**src/rtl/ps2_key_rx_if.sv**
```systemverilog
// ps2_key_rx_if: PS/2 line inputs and key-event outputs of ps2_key_rx.
// master = the PS/2 device side (drives the lines), slave = the receiver.
interface ps2_key_rx_if;
  logic        ps2_clk_in;
  logic        ps2_data_in;
  logic [10:0] ps2_key;
  logic        frame_err;

  modport master (
    output ps2_clk_in,
    output ps2_data_in,
    input  ps2_key,
    input  frame_err
  );

  modport slave (
    input  ps2_clk_in,
    input  ps2_data_in,
    output ps2_key,
    output frame_err
  );
endinterface

```
**src/rtl/ps2_key_rx.sv**
```systemverilog
// ps2_key_rx: PS/2 keyboard receiver producing the 11-bit ps2_key event word
// {toggle, pressed, extended, scancode}. Line synchroniser, glitch filter,
// frame FSM, watchdog and E0/F0 prefix decoder.
// Optional: define PS2_PARITY_CHECK_EN to drop frames with bad odd parity.
module ps2_key_rx #(
  parameter int unsigned FILTER_LEN     = 8,
  parameter int unsigned TIMEOUT_CYCLES = 50000
) (
  input  logic           clk_sys,
  input  logic           reset_n,
  ps2_key_rx_if.slave    bus
);

  localparam logic [7:0]  FLT_TERM = 8'(FILTER_LEN - 1);
  localparam logic [19:0] WD_TERM  = 20'(TIMEOUT_CYCLES - 1);

  typedef enum logic [1:0] {
    ST_IDLE,
    ST_DATA,
    ST_PARITY,
    ST_STOP
  } state_t;

  // Index 0 = PS/2 clock, index 1 = PS/2 data.
  logic [1:0] raw;
  logic [1:0] sync1_q, sync2_q;
  logic [1:0] filt_q, filt_d;
  logic [7:0] fcnt_q [2];
  logic [7:0] fcnt_d [2];
  logic       clk_dly_q;
  logic       fall;
  logic       dat;

  state_t     state_q, state_d;
  logic [2:0] bitcnt_q, bitcnt_d;
  logic [7:0] shift_q, shift_d;
  logic       parity_q, parity_d;
  logic [19:0] wd_q, wd_d;
  logic       timeout;
  logic       frame_ok;

  logic       bit_clr, shift_en, par_en, deliver, frame_bad;

  logic       byte_vld_q;
  logic [7:0] byte_q, byte_d;
  logic       frame_err_q;

  logic [10:0] key_q, key_d;
  logic        ext_q, ext_d;
  logic        brk_q, brk_d;

  assign raw = {bus.ps2_data_in, bus.ps2_clk_in};

  // Two-flop synchroniser for both raw lines, idling high.
  always_ff @(posedge clk_sys) begin
    if (!reset_n) begin
      sync1_q <= '1;
      sync2_q <= '1;
    end else begin
      sync1_q <= raw;
      sync2_q <= sync1_q;
    end
  end

  // Filter: a line changes only after FILTER_LEN consecutive differing samples.
  always_comb begin
    filt_d = filt_q;
    for (int unsigned i = 0; i < 2; i++) begin
      fcnt_d[i] = '0;
      if (sync2_q[i] != filt_q[i]) begin
        if (fcnt_q[i] == FLT_TERM) begin
          filt_d[i] = sync2_q[i];
        end else begin
          fcnt_d[i] = fcnt_q[i] + 8'd1;
        end
      end
    end
  end

  // Filter state and delayed filtered clock for edge detection.
  always_ff @(posedge clk_sys) begin
    if (!reset_n) begin
      filt_q    <= '1;
      fcnt_q[0] <= '0;
      fcnt_q[1] <= '0;
      clk_dly_q <= 1'b1;
    end else begin
      filt_q    <= filt_d;
      fcnt_q[0] <= fcnt_d[0];
      fcnt_q[1] <= fcnt_d[1];
      clk_dly_q <= filt_q[0];
    end
  end

  assign fall = clk_dly_q & ~filt_q[0];
  assign dat  = filt_q[1];

  // A falling edge on the terminal count wins over the timeout.
  assign timeout = (state_q != ST_IDLE) && !fall && (wd_q == WD_TERM);

`ifdef PS2_PARITY_CHECK_EN
  assign frame_ok = dat & (^{shift_q, parity_q});
`else
  assign frame_ok = dat;
`endif

  // FSM state register.
  always_ff @(posedge clk_sys) begin
    if (!reset_n) begin
      state_q <= ST_IDLE;
    end else begin
      state_q <= state_d;
    end
  end

  // FSM next-state logic: advances only on filtered clock falls or timeout.
  always_comb begin
    state_d = state_q;
    if (timeout) begin
      state_d = ST_IDLE;
    end else if (fall) begin
      case (state_q)
        ST_IDLE:   if (!dat) state_d = ST_DATA;
        ST_DATA:   if (bitcnt_q == 3'd7) state_d = ST_PARITY;
        ST_PARITY: state_d = ST_STOP;
        ST_STOP:   state_d = ST_IDLE;
        default:   state_d = ST_IDLE;
      endcase
    end
  end

  // FSM outputs: datapath enables, byte delivery and frame rejection.
  always_comb begin
    bit_clr   = 1'b0;
    shift_en  = 1'b0;
    par_en    = 1'b0;
    deliver   = 1'b0;
    frame_bad = 1'b0;
    if (fall) begin
      case (state_q)
        ST_IDLE:   bit_clr  = ~dat;
        ST_DATA:   shift_en = 1'b1;
        ST_PARITY: par_en   = 1'b1;
        ST_STOP: begin
          deliver   = frame_ok;
          frame_bad = ~frame_ok;
        end
        default: ;
      endcase
    end
  end

  // Shift register, bit counter, parity capture and watchdog next values.
  always_comb begin
    bitcnt_d = bitcnt_q;
    shift_d  = shift_q;
    parity_d = parity_q;
    if (bit_clr) begin
      bitcnt_d = '0;
    end
    if (shift_en) begin
      shift_d  = {dat, shift_q[7:1]};
      bitcnt_d = bitcnt_q + 3'd1;
    end
    if (par_en) begin
      parity_d = dat;
    end
    if (fall || state_q == ST_IDLE) begin
      wd_d = '0;
    end else begin
      wd_d = wd_q + 20'd1;
    end
    byte_d = deliver ? shift_q : byte_q;
  end

  // Frame datapath, watchdog and registered delivery/error pulses.
  always_ff @(posedge clk_sys) begin
    if (!reset_n) begin
      bitcnt_q    <= '0;
      shift_q     <= '0;
      parity_q    <= 1'b0;
      wd_q        <= '0;
      byte_q      <= '0;
      byte_vld_q  <= 1'b0;
      frame_err_q <= 1'b0;
    end else begin
      bitcnt_q    <= bitcnt_d;
      shift_q     <= shift_d;
      parity_q    <= parity_d;
      wd_q        <= wd_d;
      byte_q      <= byte_d;
      byte_vld_q  <= deliver;
      frame_err_q <= frame_bad | timeout;
    end
  end

  // Prefix decoder: E0/F0 arm flags, any other byte emits a key event.
  always_comb begin
    key_d = key_q;
    ext_d = ext_q;
    brk_d = brk_q;
    if (frame_err_q) begin
      ext_d = 1'b0;
      brk_d = 1'b0;
    end else if (byte_vld_q) begin
      case (byte_q)
        8'hE0:   ext_d = 1'b1;
        8'hF0:   brk_d = 1'b1;
        default: begin
          key_d = {~key_q[10], ~brk_q, ext_q, byte_q};
          ext_d = 1'b0;
          brk_d = 1'b0;
        end
      endcase
    end
  end

  // Key word and prefix flag registers.
  always_ff @(posedge clk_sys) begin
    if (!reset_n) begin
      key_q <= '0;
      ext_q <= 1'b0;
      brk_q <= 1'b0;
    end else begin
      key_q <= key_d;
      ext_q <= ext_d;
      brk_q <= brk_d;
    end
  end

  assign bus.ps2_key   = key_q;
  assign bus.frame_err = frame_err_q;

endmodule
```
**src/flat_wrapper.sv**
```systemverilog
// flat-port wrapper written by rule: the top's interface ports become plain ports
module ps2_key_rx_flat 
#(
  parameter int unsigned FILTER_LEN     = 8,
  parameter int unsigned TIMEOUT_CYCLES = 50000
)
  (clk_sys, reset_n, bus_ps2_clk_in, bus_ps2_data_in, bus_ps2_key, bus_frame_err);
  ps2_key_rx_if bus_i ();
  input  logic clk_sys;
  input  logic reset_n;
  input wire logic [$bits(bus_i.ps2_clk_in)-1:0] bus_ps2_clk_in;
  input wire logic [$bits(bus_i.ps2_data_in)-1:0] bus_ps2_data_in;
  output wire logic [$bits(bus_i.ps2_key)-1:0] bus_ps2_key;
  output wire logic [$bits(bus_i.frame_err)-1:0] bus_frame_err;
  assign bus_i.ps2_clk_in = bus_ps2_clk_in;
  assign bus_i.ps2_data_in = bus_ps2_data_in;
  assign bus_ps2_key = bus_i.ps2_key;
  assign bus_frame_err = bus_i.frame_err;
  ps2_key_rx #(.FILTER_LEN(FILTER_LEN), .TIMEOUT_CYCLES(TIMEOUT_CYCLES)) u_core (.clk_sys(clk_sys), .reset_n(reset_n), .bus(bus_i));
endmodule
```
**config.mk**
```make
export PLATFORM = sky130hd
export DESIGN_NAME = ps2_key_rx_flat
export DESIGN_NICKNAME = d
export VERILOG_FILES = /design/src/rtl/ps2_key_rx_if.sv /design/src/rtl/ps2_key_rx.sv /design/src/flat_wrapper.sv
export SDC_FILE = /design/constraint.sdc
export NUM_CORES = 1
export LEC_CHECK = 0
export BUFFER_PORTS_ARGS = -buffer_cell sky130_fd_sc_hd__buf_2
export CAP_MARGIN = 30
export CORE_UTILIZATION = 60
export CTS_BUF_LIST = sky130_fd_sc_hd__clkbuf_8
export DETAILED_ROUTE_END_ITERATION = 10
export PLACE_DENSITY = 0.89
export SLEW_MARGIN = 15
export SYNTH_ARGS = -nofsm -noshare
export SYNTH_HDL_FRONTEND = slang
export SYNTH_SLANG_ARGS = --single-unit
```
**constraint.sdc**
```tcl
create_clock -name clk_sys -period 2.3 [get_ports clk_sys]
set_clock_uncertainty 0.15 [all_clocks]
set_input_delay 0 -clock clk_sys [delete_from_list [all_inputs] [get_ports clk_sys]]
set_output_delay 0 -clock clk_sys [all_outputs]
set_load 0.005 [all_outputs]
```
==> key figures, run 1 <==
Yosys
  – Top-area cell type share of the netlist area: 48.8%
  – FFs w/ async S/R, synth: 0%
  – Number of synthesized flops with an enable pin: 0
  – Count of cell types in the netlist: 36
  – Main flop type after synthesis: sky130_fd_sc_hd__dfxtp_1
  – Synthesized net count: 375
  – Main area contributors after synthesis: sky130_fd_sc_hd__dfxtp_1 49%, sky130_fd_sc_hd__nand2_1 6.4%, sky130_fd_sc_hd__a21boi_0 4.6%, sky130_fd_sc_hd__nor2_1 4.1%, sky130_fd_sc_hd__xnor2_1 4.1%
  – Number of register bits inferred by synthesis: 79
  – Avg Synthesized Cell Area: 8.96 um2
  – Cell type with the highest aggregate area in the netlist: sky130_fd_sc_hd__dfxtp_1
  – Yosys warning count: 0
  – Portion of the post-synthesis area used by sequential elements: 48.8%
  – Post-Syn Instances: 362
  – Synthesized cell area: 3240 um2

Critical path
  – Critical path capture point type: flop
  – Worst R2R Path Depth: 4
  – Data arrival time of the worst path: 2.28 ns
  – Reg2Reg Capture Point: u_core.wd_q[19]$_SDFF_PP0_
  – Critical path peak fanout: 9
  – Worst setup slack for register-to-register paths: 0.15 ns
  – Startpoint Class: flop
  – Required time worst endpoint: 2.43 ns
  – Reg2Reg Launch Point: u_core.wd_q[6]$_SDFF_PP0_
  – Category of the most critical setup path: flop to flop

STA
  – Count of final hold-check violations: 0
  – Final setup fails: 0
  – Final worst slack: 0.154 ns
  – Number of slew-limit violations in the final report: 0
  – Measured slew at the worst slew-check pin: 0.414 ns
  – Crit share post-route: 93.3%
  – Max-slew headroom: 72.2%
  – Final sum of negative setup slack: 0 ns
  – Unrepaired setup endpoints after global routing: no
  – Max Clock Freq: 0.466 GHz
  – Worst Hold Margin: 0.265 ns
  – Crit path time final: 2.15 ns

Placement
  – Port Buffer Count: 15
  – Worst setup slack after placement: 0.184 ns
  – Placer congestion estimate: 0.855
  – Detailed placer's ending HPWL: 3.96 mm
  – Cell count after placement: 437

Final layout
  – Leading cell type in the layout, fill and taps excluded: sky130_fd_sc_hd__dfxtp_1
  – Number of fillers in the final layout: 398
  – Fraction of the core area covered by cells at the end of the flow: 71.5%
  – Inserted Diodes: 0
  – Highest-count cells in the layout ignoring fill and taps: 79 x sky130_fd_sc_hd__dfxtp_1, 55 x sky130_fd_sc_hd__nand2_1, 35 x sky130_fd_sc_hd__nor2_1, 20 x sky130_fd_sc_hd__a21boi_0
  – Count of placed standard cells in the final layout, fillers left out: 458
  – Share of final-layout standard cells stronger than drive strength 1: 10.3%
  – Total area of multi-input combinational cells: 1570 um2
  – Layout overhead on the synthesized area: 13.4%
  – Final net count: 396
  – Sequential Area: 1580 um2

Route
  – Routed length per placed instance: 13.1 um
  – DRC marker count from the first detailed-route iteration: 140
  – Antenna-violating nets left: 0
  – Total vias in the final route: 2460
  – Initial DRT Pass Iterations: 4
  – Via-per-instance ratio: 5.37
  – Wirelength, routed: 5.98 mm
  – Remaining DRCs: 0

Clock tree
  – Clock tree buffer depth: 2
  – TritonCTS Buffers: 9
  – Clock tree from TritonCTS: yes
  – Clock Latency Late Sink: 0.35 ns
  – Number of H-tree levels: 3
  – Number of resized instances in the post-cts repair step: 0
  – Cell at the root of the clock tree: sky130_fd_sc_hd__clkbuf_8
  – Number of hold buffers added after CTS: 5
  – Total clock sinks: 79
  – Clock-pin slew on the worst setup and hold paths: 0.08 ns
  – Post-CTS setup repair buffer count: 0

Floorplan
  – Area of the die: 5700 um2
  – Number of top-level pins: 16
  – Row Count: 26
  – Die Width: 75.5 um
  – Placeable core region: 5140 um2
  – Starting density of the core: 63.1%
  – Overall die height: 75.5 um

Worst hold path
  – Cell depth of the worst hold path: 1
  – Sink of the worst hold path: u_core.sync2_q[1]$_SDFF_PN1_
  – Worst min-delay path class: flop to flop
  – Start point of the worst hold path: u_core.sync1_q[1]$_SDFF_PN1_

Global route
  – Via count of the first global-routing pass: 2271
  – Total routing usage reported by global routing: 24.3%
  – Maximum number of pins on one net before global-route repair: 26
  – Number of antenna violations at the first check in global routing: 0
  – Remaining global-route overflow: 0
  – First-pass GRT wire length: 10.1 mm

Run
  – Reported max-cap violation count: 0

Power
  – Maximum resistive drop on vdd: 0.515 mV
  – Pwr per Cell Area: 711 nW/um2
  – Leak Pwr: 1.34 nW

Status
  – Run status: completed
## stage by stage
| step | total power, mW | instance area (um2) |
|---|---|---|
| 2_1_floorplan | 1.43 | 3240 |
| 3_3_place_gp | 1.43 | 3390 |
| 3_5_place_dp | 1.43 | 3390 |
| 4_1_cts | 2.64 | 3680 |
| 5_1_grt | 2.70 | 3680 |
| 6_report | 2.62 | 3680 |
## synth_stat cells (3+ instances only)
cell type	number
sky130_fd_sc_hd__a21boi_0	20
sky130_fd_sc_hd__a21oi_1	9
sky130_fd_sc_hd__a22oi_1	3
sky130_fd_sc_hd__and2_1	5
sky130_fd_sc_hd__and3_1	8
sky130_fd_sc_hd__clkbuf_1	12
sky130_fd_sc_hd__dfxtp_1	79
sky130_fd_sc_hd__ha_1	9
sky130_fd_sc_hd__inv_1	11
sky130_fd_sc_hd__mux2i_1	9
sky130_fd_sc_hd__nand2_1	55
sky130_fd_sc_hd__nand2b_1	6
sky130_fd_sc_hd__nand3_1	15
sky130_fd_sc_hd__nand4_1	3
sky130_fd_sc_hd__nor2_1	35
sky130_fd_sc_hd__nor2b_1	12
sky130_fd_sc_hd__nor3_1	5
sky130_fd_sc_hd__nor4_1	5
sky130_fd_sc_hd__o21ai_0	7
sky130_fd_sc_hd__or2_2	3
sky130_fd_sc_hd__or3_1	3
sky130_fd_sc_hd__or4_1	6
sky130_fd_sc_hd__xnor2_1	15
sky130_fd_sc_hd__xor2_1	11
## flip-flops by register name (all words and copies together), names as in the netlist
register and flops:
u_core.state_q 2, u_core.fcnt_q 16, u_core.byte_vld_q 1, u_core.clk_dly_q 1, u_core.shift_q 8, u_core.brk_q 1
u_core.ext_q 1, u_core.bitcnt_q 3, u_core.bus.frame_err 1, u_core.sync1_q 2, u_core.bus.ps2_key 11, u_core.filt_q 2
u_core.sync2_q 2, u_core.byte_q 8, u_core.wd_q 20
## kinds of logic after synthesis
family                   after synthesis  synth area share, %
AND/OR/NAND/NOR                      168                 25.4
flip-flops                            79                 48.8
AO/OA/AOI/OAI                         46                 9.57
XOR/XNOR                              26                 7.02
buffers and inverters                 25                 2.97
multiplexers                           9                 2.78
adder cells (fa/ha/maj)                9                 3.47
## routing by layer
metal	GRT usage, %	wire (um)
met1	27.5	2640
met2	42.6	3040
met3	8.47	202
met4	8.85	96
met5	0	0
## where the power goes
| group | switching [mW] | internal, mW |
|---|---|---|
| sequential | 0.00215 | 1.37 |
| combinational | 0.0172 | 0.0185 |
| clock | 0.467 | 0.739 |
| total | 0.487 | 2.13 |
## critical path: stages (launching register included)
cell                      delay [ns]
sky130_fd_sc_hd__dfxtp_1        0.40
sky130_fd_sc_hd__nand3_1        0.18
sky130_fd_sc_hd__or4_1          0.65
sky130_fd_sc_hd__or4_1          0.54
sky130_fd_sc_hd__a21oi_1        0.15
## how the worst max path moves through the flow
stage                                         start                          to  depth (start not counted)
after global routing      u_core.wd_q[2]$_SDFF_PP0_  u_core.wd_q[19]$_SDFF_PP0_                          4
after detailed placement  u_core.wd_q[4]$_SDFF_PP0_  u_core.wd_q[19]$_SDFF_PP0_                          4
final                     u_core.wd_q[6]$_SDFF_PP0_  u_core.wd_q[19]$_SDFF_PP0_                          4
after global placement    u_core.wd_q[4]$_SDFF_PP0_  u_core.wd_q[19]$_SDFF_PP0_                          4
after floorplan           u_core.wd_q[4]$_SDFF_PP0_  u_core.wd_q[19]$_SDFF_PP0_                          5
after CTS                 u_core.wd_q[4]$_SDFF_PP0_  u_core.wd_q[19]$_SDFF_PP0_                          4
## area by class of cell
cell class	instances	area share (%)
timing repair buffer	24	4.22
clock buffer	10	3.74
inverter	11	1.12
multi-input combinational	258	42.8
tap	70	2.38
clock inverter	6	2.76
sequential	79	43.0
Power figures use the tool's default switching activity.
==> run 2: changes to the inputs <==
Settings changed: PLACE_DENSITY 0.89 to 0.78.
Clock period 2.3 ns to 2.6 ns, I/O delays scaled along.
==> run 2 against run 1 <==
Register-to-register slack better by 0.28 ns. Die area stayed put. Via count is 1.1% lower. Sequential share of layout area is 1.1 points higher. Wire length is 9.9% lower. Final area is 2.6% lower. Worst setup slack better by 0.28 ns. Combinational power is 18% lower. Power is 23% lower. Critical path depth is 1 higher. Critical path type unchanged. Critical endpoint is now u_core.wd_q[16]$_SDFF_PP0_.
==> key figures, run 2 (same netlist as run 1, synthesis figures left out) <==
Global route
  – Total routing usage reported by global routing: 21.2% (-3.1 points)
  – First-pass GRT wire length: 9.11 mm (-10%)
  – Via count of the first global-routing pass: 2153 (-5.2%)
  – Maximum number of pins on one net before global-route repair: 28 (+7.7%)
  – Number of antenna violations at the first check in global routing: 0 (unchanged)
  – Remaining global-route overflow: 0 (unchanged)

Power
  – Leak Pwr: 1.29 nW (-3.4%)
  – Pwr per Cell Area: 559 nW/um2 (-21%)
  – Maximum resistive drop on vdd: 0.414 mV (-20%)
  – Overall power after layout: 2.00 mW (-23%)

Clock tree
  – Clock tree buffer depth: 2 (unchanged)
  – Clock Latency Late Sink: 0.34 ns (about the same)
  – Clock-pin slew on the worst setup and hold paths: 0.07 ns (about the same)
  – Number of H-tree levels: 3 (unchanged)
  – Number of resized instances in the post-cts repair step: 0 (unchanged)
  – Clock tree from TritonCTS: yes
  – Total clock sinks: 79 (unchanged)
  – Cell at the root of the clock tree: sky130_fd_sc_hd__clkbuf_8
  – TritonCTS Buffers: 9 (unchanged)

Floorplan
  – Starting density of the core: 63.1% (unchanged)
  – Area of the die: 5700 um2 (unchanged)
  – Die Width: 75.5 um (unchanged)
  – Row Count: 26 (unchanged)
  – Overall die height: 75.5 um (unchanged)
  – Number of top-level pins: 16 (unchanged)
  – Placeable core region: 5140 um2 (unchanged)

STA
  – Crit path time final: 2.16 ns (+0.0184 ns)
  – Measured slew at the worst slew-check pin: 0.427 ns (+0.0135 ns)
  – Final sum of negative setup slack: 0 ns (unchanged)
  – Number of slew-limit violations in the final report: 0 (unchanged)
  – Crit share post-route: 83.3% (-10 points)
  – Unrepaired setup endpoints after global routing: no
  – Final setup fails: 0 (unchanged)
  – Count of final hold-check violations: 0 (unchanged)
  – Max-slew headroom: 71.2% (-0.91 points)
  – Max Clock Freq: 0.462 GHz (-0.85%)

Route
  – Remaining DRCs: 0 (unchanged)
  – Routed length per placed instance: 11.8 um (-9.3%)
  – Wirelength, routed: 5.39 mm (-9.9%)
  – Total vias in the final route: 2434 (-1.1%)
  – Via-per-instance ratio: 5.35 (-0.40%)
  – Antenna-violating nets left: 0 (unchanged)
  – DRC marker count from the first detailed-route iteration: 85 (-39%)
  – Initial DRT Pass Iterations: 4 (unchanged)

Final layout
  – Count of placed standard cells in the final layout, fillers left out: 455 (-0.66%)
  – Fraction of the core area covered by cells at the end of the flow: 69.7% (-1.8 points)
  – Number of fillers in the final layout: 449 (+13%)
  – Total area of multi-input combinational cells: 1570 um2 (unchanged)
  – Final net count: 394 (-0.51%)
  – Inserted Diodes: 0 (unchanged)
  – Leading cell type in the layout, fill and taps excluded: sky130_fd_sc_hd__dfxtp_1
  – Layout overhead on the synthesized area: 10.5%
  – Largest Register: u_core.wd_q
  – Share of final-layout standard cells stronger than drive strength 1: 10.6% (+0.34 points)
  – Flip-flop count of the largest register, all copies and words added: 20 (unchanged)
  – Sequential Area: 1580 um2 (unchanged)
  – Highest-count cells in the layout ignoring fill and taps: 79 x sky130_fd_sc_hd__dfxtp_1, 55 x sky130_fd_sc_hd__nand2_1, 35 x sky130_fd_sc_hd__nor2_1, 20 x sky130_fd_sc_hd__a21boi_0

Status
  – Run status: completed

Run
  – Reported max-cap violation count: 0 (unchanged)

Critical path
  – Reg2Reg Capture Point: u_core.wd_q[16]$_SDFF_PP0_
  – Required time worst endpoint: 2.72 ns (+0.29 ns)
  – Category of the most critical setup path: flop to flop
  – Worst R2R Path Depth: 5 (+1)
  – Startpoint Class: flop
  – Reg2Reg Launch Point: u_core.wd_q[0]$_SDFF_PP0_
  – Critical path capture point type: flop
  – Critical path peak fanout: 6 (-3)
  – Data arrival time of the worst path: 2.29 ns (about the same)
  – Worst setup slack for register-to-register paths: 0.44 ns (+0.28 ns)

Worst hold path
  – Sink of the worst hold path: u_core.sync1_q[1]$_SDFF_PN1_
  – Cell depth of the worst hold path: 3 (+2)
  – Worst min-delay path class: input port to flop
  – Start point of the worst hold path: bus_ps2_data_in

Placement
  – Port Buffer Count: 15 (unchanged)
  – Cell count after placement: 436 (-0.23%)
  – Detailed placer's ending HPWL: 3.77 mm (-4.8%)
  – Placer congestion estimate: 0.762 (-11%)
-- run 2: cell types whose count changed in the layout (fill, tap and decap cells not counted), sizes merged --
cell / before / now
clkinv: 0 / 5
bufinv: 3 / 0
inv: 14 / 11
buf: 19 / 18
dlygate4sd3: 5 / 4
-- run 2: layout make-up --
class | instances | area share [%]
timing repair buffer | 22 | 3.84
sequential | 79 | 44.1
inverter | 11 | 1.15
tap | 70 | 2.44
multi-input combinational | 258 | 43.9
clock buffer | 10 | 3.84
clock inverter | 5 | 0.699
-- run 2: per-stage QoR --
stage	setup slack [ns]	hold WS [ns]	cell area, um2
global route	0.269	0.243	3580
CTS	0.432	0.200	3580
floorplan	0.601	-0.0485	3240
finish	0.435	0.220	3580
detailed placement	0.444	0.0330	3380
global placement	0.522	0.0329	3380
-- run 2: layer usage --
metal  share of wire, %  track usage [%]  up-vias
li1                   -                -     1253
met1                 49             25.5     1156
met2                 47             35.9       18
met3                2.3             5.95        7
met4                1.6             8.64        0
met5                  0                0        -
-- run 2: what timing repair did --
action / 4_1_cts / 5_1_grt
buffers inserted: 0 / 0
hold endpoints to repair: 23 / 0
hold buffers: 4 / 0
-- run 2: worst max path at each step --
stage,endpoint,cells after the start,slack [ns],start
2_1_floorplan,u_core.wd_q[19]$_SDFF_PP0_,5,0.60,u_core.wd_q[4]$_SDFF_PP0_
3_3_place_gp,u_core.wd_q[19]$_SDFF_PP0_,4,0.52,u_core.wd_q[4]$_SDFF_PP0_
3_5_place_dp,u_core.wd_q[18]$_SDFF_PP0_,5,0.44,u_core.wd_q[0]$_SDFF_PP0_
4_1_cts,u_core.wd_q[16]$_SDFF_PP0_,5,0.43,u_core.wd_q[0]$_SDFF_PP0_
5_1_grt,u_core.wd_q[19]$_SDFF_PP0_,4,0.27,u_core.wd_q[6]$_SDFF_PP0_
6_report,u_core.wd_q[16]$_SDFF_PP0_,5,0.44,u_core.wd_q[0]$_SDFF_PP0_
-- run 2: where the power goes --
| group | internal [mW] | total, mW | switching (mW) |
|---|---|---|---|
| combinational | 0.0153 | 0.0292 | 0.0138 |
| clock | 0.359 | 0.760 | 0.402 |
| sequential | 1.21 | 1.21 | 0.00177 |
| total | 1.59 | 2.00 | 0.417 |
-- run 2: worst max-delay path, stage by stage, from the launching register on --
cell and delay, ns:
sky130_fd_sc_hd__dfxtp_1 0.39, sky130_fd_sc_hd__ha_1 0.22, sky130_fd_sc_hd__nand3_1 0.20, sky130_fd_sc_hd__or4_1 0.64, sky130_fd_sc_hd__or3_1 0.34, sky130_fd_sc_hd__a21oi_1 0.15
